<file path="src/rtl/dither_line_ctrl.sv">
// rtl/dither_line_ctrl.sv - frame/line sequencer and per-channel error-diffusion quantizer for the VGA path
// Optional line-start error stagger enabled by defining DITHER_LINE_STAGGER_EN.
module dither_line_ctrl #(
    parameter int IN_BITS  = 8,
    parameter int OUT_BITS = 4,
    parameter int LINE_W   = 10
) (
    input  logic                           clk,
    input  logic                           rst,
    input  logic                           frame_start,
    input  logic                           visible,
    input  logic [3*IN_BITS-1:0]           pix_in,
    input  logic [IN_BITS-OUT_BITS-1:0]    cfg_threshold,
    input  logic                           cfg_bypass,
    output logic [3*OUT_BITS-1:0]          pix_out,
    output logic                           out_valid,
    output logic [LINE_W-1:0]              line_count
);

    localparam int E  = IN_BITS - OUT_BITS;
    localparam int SW = IN_BITS + 2;

`ifdef DITHER_LINE_STAGGER_EN
    localparam bit STAGGER = 1'b1;
`else
    localparam bit STAGGER = 1'b0;
`endif

    typedef enum logic [1:0] {
        WAIT_FRAME = 2'd0,
        BLANK      = 2'd1,
        ACTIVE     = 2'd2
    } state_t;

    state_t                  state_q;
    state_t                  state_d;
    logic                    take_pix;
    logic [E-1:0]            thr_q;
    logic                    bypass_q;
    logic                    parity_q;
    logic [LINE_W-1:0]       line_count_q;
    logic signed [E:0]       line_start_err;
    logic [3*OUT_BITS-1:0]   pix_d;

    always_comb begin
        state_d  = state_q;
        take_pix = 1'b0;
        if (frame_start) begin
            state_d = BLANK;
        end else begin
            case (state_q)
                WAIT_FRAME: state_d = WAIT_FRAME;
                BLANK: begin
                    if (visible) begin
                        state_d  = ACTIVE;
                        take_pix = 1'b1;
                    end
                end
                ACTIVE: begin
                    if (visible) begin
                        take_pix = 1'b1;
                    end else begin
                        state_d = BLANK;
                    end
                end
                default: state_d = WAIT_FRAME;
            endcase
        end
    end

    // Alternating lines (and frames) start with +half-LSB error to break vertical patterns.
    assign line_start_err = (STAGGER && (line_count_q[0] ^ parity_q)) ?
                            {2'b01, {(E-1){1'b0}}} : '0;

    for (genvar c = 0; c < 3; c++) begin : g_ch
        logic [IN_BITS-1:0]    px;
        logic signed [E:0]     err_q;
        logic signed [E:0]     err_d;
        logic signed [E:0]     err_in;
        logic signed [SW-1:0]  sum;
        logic [IN_BITS-1:0]    sat;
        logic [OUT_BITS-1:0]   msb;
        logic [E-1:0]          lsb;
        logic [OUT_BITS-1:0]   q;

        assign px     = pix_in[c*IN_BITS +: IN_BITS];
        assign err_in = (state_q == BLANK) ? line_start_err : err_q;
        assign sum    = {2'b00, px} + {{(SW-E-1){err_in[E]}}, err_in};

        always_comb begin
            sat = sum[IN_BITS-1:0];
            if (sum[SW-1]) begin
                sat = '0;
            end else if (sum[SW-2]) begin
                sat = '1;
            end
        end

        assign msb = sat[IN_BITS-1:E];
        assign lsb = sat[E-1:0];

        always_comb begin
            q     = msb;
            err_d = {1'b0, lsb};
            if (bypass_q) begin
                q     = px[IN_BITS-1:E];
                err_d = '0;
            end else if ((lsb >= thr_q) && (msb != '1)) begin
                q     = msb + OUT_BITS'(1);
                // lsb - 2^E in E+1 bit two's complement
                err_d = {1'b1, lsb};
            end
        end

        assign pix_d[c*OUT_BITS +: OUT_BITS] = q;

        always_ff @(posedge clk or negedge rst) begin
            if (!rst) begin
                err_q <= '0;
            end else if (frame_start) begin
                err_q <= '0;
            end else if (take_pix) begin
                err_q <= err_d;
            end
        end
    end

    always_ff @(posedge clk or negedge rst) begin
        if (!rst) begin
            state_q      <= WAIT_FRAME;
            thr_q        <= {1'b1, {(E-1){1'b0}}};
            bypass_q     <= 1'b0;
            parity_q     <= 1'b0;
            line_count_q <= '0;
            pix_out      <= '0;
            out_valid    <= 1'b0;
        end else begin
            state_q   <= state_d;
            out_valid <= take_pix;
            pix_out   <= take_pix ? pix_d : '0;
            if (frame_start) begin
                thr_q        <= cfg_threshold;
                bypass_q     <= cfg_bypass;
                parity_q     <= ~parity_q;
                line_count_q <= '0;
            end else if ((state_q == ACTIVE) && !visible) begin
                line_count_q <= line_count_q + LINE_W'(1);
            end
        end
    end

    assign line_count = line_count_q;

endmodule

</file>
<file path="config.mk">
export PLATFORM = sky130hd
export DESIGN_NAME = dither_line_ctrl
export DESIGN_NICKNAME = d
export VERILOG_FILES = /design/src/rtl/dither_line_ctrl.sv
export SDC_FILE = /design/constraint.sdc
export NUM_CORES = 1
export LEC_CHECK = 0
export ABC_CLOCK_PERIOD_IN_PS = 11630
export BUFFER_PORTS_ARGS = -buffer_cell sky130_fd_sc_hd__buf_2
export CORE_ASPECT_RATIO = 1.2
export CORE_MARGIN = 2
export CORE_UTILIZATION = 50
export CTS_CLUSTER_SIZE = 24
export DETAILED_ROUTE_END_ITERATION = 6
export PLACE_DENSITY = 0.71
export SYNTH_ARGS = -nofsm -noshare
export SYNTH_HDL_FRONTEND = slang
export SYNTH_SLANG_ARGS = --single-unit
</file>
<file path="constraint.sdc">
create_clock -name clk -period 11.63 [get_ports clk]
set_clock_uncertainty 0.15 [all_clocks]
set_input_delay 1.163 -clock clk [delete_from_list [all_inputs] [get_ports clk]]
set_output_delay 1.163 -clock clk [all_outputs]
set_load 0.01 [all_outputs]
</file>
Word level (Yosys, flattened, before mapping)
Index checks and enable logic that the tools add are counted.
Widths: inputs -> output; s select.
{"block": "word_totals", "inputBits": 33, "out_inout_bits": 23, "ff_bits": 45, "word_cells": 72}
{"block": "classes", "n_eq_ne": 7, "muxes": 37, "magnitude_cmp": 3, "n_addsub": 7, "reduce_logical": 9}
{"op": "$mux 5", "count": 15}
{"op": "$mux 8", "count": 6}
{"op": "$add 9x5->10", "count": 3}
{"op": "$mux 4", "count": 6}
{"op": "$mux 10", "count": 2}
{"op": "$add 4x1->4 const B", "count": 3}
{"op": "$ge 4x4->1", "count": 3}
{"op": "$mux 12", "count": 1}
{"op": "$ne 4x4->1 const B", "count": 3}
{"op": "$add 10x1->10 const B", "count": 1}
{"op": "$mux 2", "count": 3}
{"op": "$ne 3x3->1 const B", "count": 2}
{"op": "$logic_and 1x1->1", "count": 4}
{"op": "$pmux 2 s2", "count": 1}
{"op": "$reduce_bool 2->1", "count": 2}
{"op": "$mux 1", "count": 3}
{"op": "$eq 2x1->1 const B", "count": 1}
{"op": "$eq 2x2->1 const B", "count": 1}
{"op": "$reduce_and 2->1", "count": 1}
{"op": "$reduce_or 2->1", "count": 1}
{"op": "$logic_not 1->1", "count": 1}

Logic depth before layout (Yosys ltp)
{"block": "logic_depth", "depth_word": 11, "ltp_mapped": 20}

Worst setup path before layout
Ideal clock, no wire load.
{"block": "synth_timing", "kind": "input -> register", "from": "in pix_in[8]", "to": "reg pix_out[7]", "arrival_time_ns": 4.178, "n_path_buf": 0, "setup_time_ns": 0.124, "required_time_ns": 11.356, "cell_stages": 15, "path_slack_ns": 7.178, "cell_sequence": "ha_1 fa_1 a21o_1 a21oi_1 nand3_1 o22ai_1 o21ai_0 ha_1 nand2b_1 a21o_1 a21o_1 a21oi_1 nand2b_1 a2111oi_0 o31a_1"}
{"block": "synth_between", "elab_chain_cells": 8}
{"item": "start, declared", "line_no": "12", "source": "input logic [3*IN_BITS-1:0] pix_in,"}
{"item": "$add 9x5->10 *", "line_no": "88", "source": "assign sum = {2'b00, px} + {{(SW-E-1){err_in[E]}}, err_in};"}
{"item": "$mux 8", "line_no": "94", "source": "end else if (sum[SW-2]) begin"}
{"item": "$mux 8 *", "line_no": "92", "source": "if (sum[SW-1]) begin"}
{"item": "$ge 4x4->1 / $ne 4x4->1 (equally long branches)", "line_no": "108", "source": "end else if ((lsb >= thr_q) && (msb != '1)) begin"}
{"item": "$logic_and 1x1->1", "line_no": "108"}
{"item": "$mux 4 *", "line_no": "108"}
{"item": "$mux 4 *", "line_no": "105", "source": "if (bypass_q) begin"}
{"item": "$mux 12 *", "line_no": "140", "source": "pix_out <= take_pix ? pix_d : '0;"}
{"item": "end signal, assigned", "line_no": "140"}
{"item": "end, declared", "line_no": "15", "source": "output logic [3*OUT_BITS-1:0] pix_out,"}
Mark *: on every way between the ends. The rest lies on a longest branch, timed or not.
A chain may end at the register's enable or synchronous reset.

Worst setup path in the final report
{"block": "layout_timing", "from": "reg state_q[1]", "to": "reg pix_out[7]"}
{"block": "layout_between", "elab_chain_cells": 10}
{"item": "start, declared", "line_no": "35", "source": "state_t state_q;"}
{"item": "start signal, assigned", "line_no": "138", "source": "state_q <= state_d;"}
{"item": "$eq 2x1->1", "line_no": "51, 87"}
{"item": "$mux 5", "line_no": "87", "source": "assign err_in = (state_q == BLANK) ? line_start_err : err_q;"}
{"item": "$add 9x5->10", "line_no": "88"}
{"item": "$mux 8", "line_no": "94"}
{"item": "$mux 8", "line_no": "92"}
{"item": "$ge 4x4->1 / $ne 4x4->1 (equally long branches)", "line_no": "108"}
{"item": "$logic_and 1x1->1", "line_no": "108"}
{"item": "$mux 4", "line_no": "108"}
{"item": "$mux 4", "line_no": "105"}
{"item": "$mux 12 *", "line_no": "140"}
Marked as above.

==> results_dict.tcl <==
set metrics [dict create \
    outcome "finished, final reports clean" \
    worstReg2RegStart "state_q[1]" \
    finalHoldViolCount 0 \
    die-area_mm2 0.00810 \
    wirelength_um 8900 \
    drtIter0Drc 144 \
    clock-sinks 45 \
    drcViolationCount 0 \
    period_share_pct 43.0 \
    cts.htree.levels 2 \
    placed_area_mm2 0.00403 \
    syn_avg_cell_area_um2 8.96 \
    grt_use_total_pct 23.7 \
    cts-root-buf "clkbuf_8" \
    synth_cell_types 63 \
    yosysWarnings 0 \
    via_count 3306 \
    tritoncts "done" \
    core_mm2 0.00723 \
    final_cell_mix "buf_2 (55), dfrtp_1 (44), o21ai_0 (33), a21oi_1 (31), ha_1 (30)" \
    firstDrtPassIters 4 \
    layout-drive-gt1-share_pct 17.5 \
    crit_slowest_cell "ha_1" \
    end_kind "flop" \
    area_growth_pct 12.2 \
    max_freq_mhz 200 \
    min_period_ns 5.00 \
    cts.reportedPaths.clkPinSlew_ns 0.10 \
    ctsLongestPathBuffers 2 \
    instances_no_fill 553 \
    grt_pass1_wl_um 15400 \
    path_cells "inv_1 -> ha_1 -> nor2b_1 -> ha_1 -> fa_1 -> a21o_1 -> a21oi_1 -> nand3_1 -> o22ai_1 -> o21ai_0 -> ha_1 -> nand2b_1 -> a21o_1 -> a21o_1 -> a21oi_1 -> nand2b_1 -> a2111oi_0 -> o31a_1" \
    seq_area_mm2 0.00113 \
    final_common_cell "buf_2" \
    clk_latency_ns 0.30 \
    fill_cells 666 \
    slew_headroom_pct 32.6 \
    ys_ff_latch 45 \
    cts_hold_buffers 0 \
    synthCells 413 \
    viasPerCell 5.98 \
    netlist_area_mm2 0.00370 \
    crit_path_max_fanout 22 \
    finalMaxSlewViolations 0 \
    hp-start "g_ch[2].err_q[0]" \
    wl_per_cell_um 16.1 \
    gp_congestion 0.870 \
    antenna_found_initial 0 \
    p_leak_nw 1.97 \
    grt_max_degree 46 \
    ir_drop_uv 85.5 \
    place_inst 545 \
    setup_viol 0 \
    crit_arrival_ns 5.04 \
    final_cell_area_mm2 0.00415 \
    fin_setup_tns_ns 0 \
    hold_class "reg -> reg" \
    initial_core_util_pct 51.1 \
    critical_path_class "reg -> reg" \
    hpwl_um 6690 \
    io-pin-count 56 \
    dieHeight_um 98.2 \
    final_nets 528 \
    power_per_cell_area_mw_per_mm2 101 \
    multiInputGateArea_mm2 0.00244 \
    critPathBufInv 1 \
    slowest_delay_ns 0.70 \
    die_w_um 82.5 \
    grt_overflow_total 0 \
    startpoint "state_q[1]" \
    port_buffers 55 \
    ant_nets 0 \
    ys_dominant_reg_cell "dfrtp_1" \
    startpoint_type "flop" \
    post-cts-setup-buffers 0 \
    ys_seq_area_share_pct 30.5 \
    cts-resized-gates 0 \
    crit_required_ns 11.67 \
    cts-buffers-inserted 5 \
    maxCapViolations 0 \
    rows 34 \
    grt_pass1_vias 3283 \
    async_reset_ff_share_pct 100 \
    synth_edf_count 0 \
    crit_family "compound AO/OA/AOI/OAI gates" \
    antenna_cells 0 \
    grt_setup_unrepaired "no" \
    worst_slew_pin_slew_ns 1.01 \
    syn_nets 479 \
]
==> cell type report <==
class                      instances  share of cell area, %
tap                               90                   2.71
timing repair buffer              56                   6.81
clock inverter                     3                   1.21
inverter                          19                   1.72
clock buffer                       5                   1.66
sequential                        45                   27.2
multi-input combinational        335                   58.7
==> stage by stage <==
step	utilization (%)	total power [W]	hold WS (ns)	setup WS, ns
5_1_grt	57.4	0.000444	0.361	6.24
2_1_floorplan	-	0.000257	0.292	7.18
6_report	57.4	0.000417	0.341	6.63
3_3_place_gp	55.7	0.000289	0.307	6.76
3_5_place_dp	55.7	0.000292	0.321	6.68
4_1_cts	57.4	0.000419	0.344	6.65
==> path summary, 6_finish.rpt <==
| path | depth (start not counted) | endpoint | slack, ns |
|---|---|---|---|
| worst max register to register | 18 | pix_out[7] | 6.63 |
| worst max-delay path | 18 | pix_out[7] | 6.63 |
| max in group asynchronous | 1 | line_count[9] | 9.83 |
| worst min register to register | 2 | g_ch[2].err_q[0] | 0.34 |
| min in group asynchronous | 1 | pix_out[2] | 0.86 |
| worst min-delay path | 2 | g_ch[2].err_q[0] | 0.34 |
==> power by group <==
| group | switching (W) | total [W] | internal (W) |
|---|---|---|---|
| registers | 0.00000550 | 0.000171 | 0.000165 |
| clock network | 0.0000610 | 0.000127 | 0.0000660 |
| logic | 0.0000702 | 0.000120 | 0.0000495 |
| total | 0.000137 | 0.000417 | 0.000281 |
==> logic make-up after synthesis <==
family,count (synthesis),synth area share (%)
compound gates,143,27.0
simple gates,124,17.8
flops,45,30.5
buf+inv,33,3.62
fa+ha+maj,33,11.8
xor+xnor,22,5.21
mux,13,4.09
==> per-layer routing <==
layer | wire (µm) | global-route usage [%] | vias up
met3 | 476 | 3.97 | 2
met5 | 0 | 0 | -
met2 | 4310 | 39.5 | 91
met4 | 29 | 3.78 | 0
met1 | 4080 | 32.8 | 1587
li1 | - | - | 1626
==> worst register-to-register path, stage by stage (launching register included) <==
cell and delay, ns:
dfrtp_1 0.41, inv_1 0.08, ha_1 0.70, nor2b_1 0.11, ha_1 0.26, fa_1 0.40
a21o_1 0.20, a21oi_1 0.27, nand3_1 0.19, o22ai_1 0.41, o21ai_0 0.18, ha_1 0.29
nand2b_1 0.14, a21o_1 0.17, a21o_1 0.17, a21oi_1 0.26, nand2b_1 0.18, a2111oi_0 0.07
o31a_1 0.26
==> cells in the mapped netlist (3+ instances only) <==
cell type / number / share of area, %
a2111oi_0: 3 / 0.71
a211oi_1: 9 / 1.8
a21o_1: 12 / 2.4
a21oi_1: 31 / 4.2
a22o_1: 12 / 2.8
a22oi_1: 3 / 0.61
a31oi_1: 3 / 0.51
and3_1: 7 / 1.2
clkbuf_1: 11 / 1.1
dfrtp_1: 44 / 30
fa_1: 3 / 1.6
ha_1: 30 / 10
inv_1: 19 / 1.9
mux2i_1: 8 / 2.2
nand2_1: 23 / 2.3
nand2b_1: 10 / 1.7
nand3_1: 10 / 1.4
nand4_1: 5 / 0.85
nor2_1: 29 / 2.9
nor2b_1: 16 / 2.7
nor3_1: 3 / 0.41
o211ai_1: 6 / 1.2
o21a_1: 6 / 1.2
o21ai_0: 33 / 4.5
o31a_1: 3 / 0.71
or3_1: 8 / 1.4
xnor2_1: 14 / 3.3
xor2_1: 8 / 1.9
==> registers in the layout, summed over array words and instances, names as in the netlist <==
| signal | count |
|---|---|
| bypass_q | 1 |
| g_ch.err_q | 15 |
| line_count | 10 |
| out_valid | 1 |
| pix_out | 12 |
| state_q | 2 |
| thr_q | 4 |
Note: power is estimated with default switching activity, not from simulation.
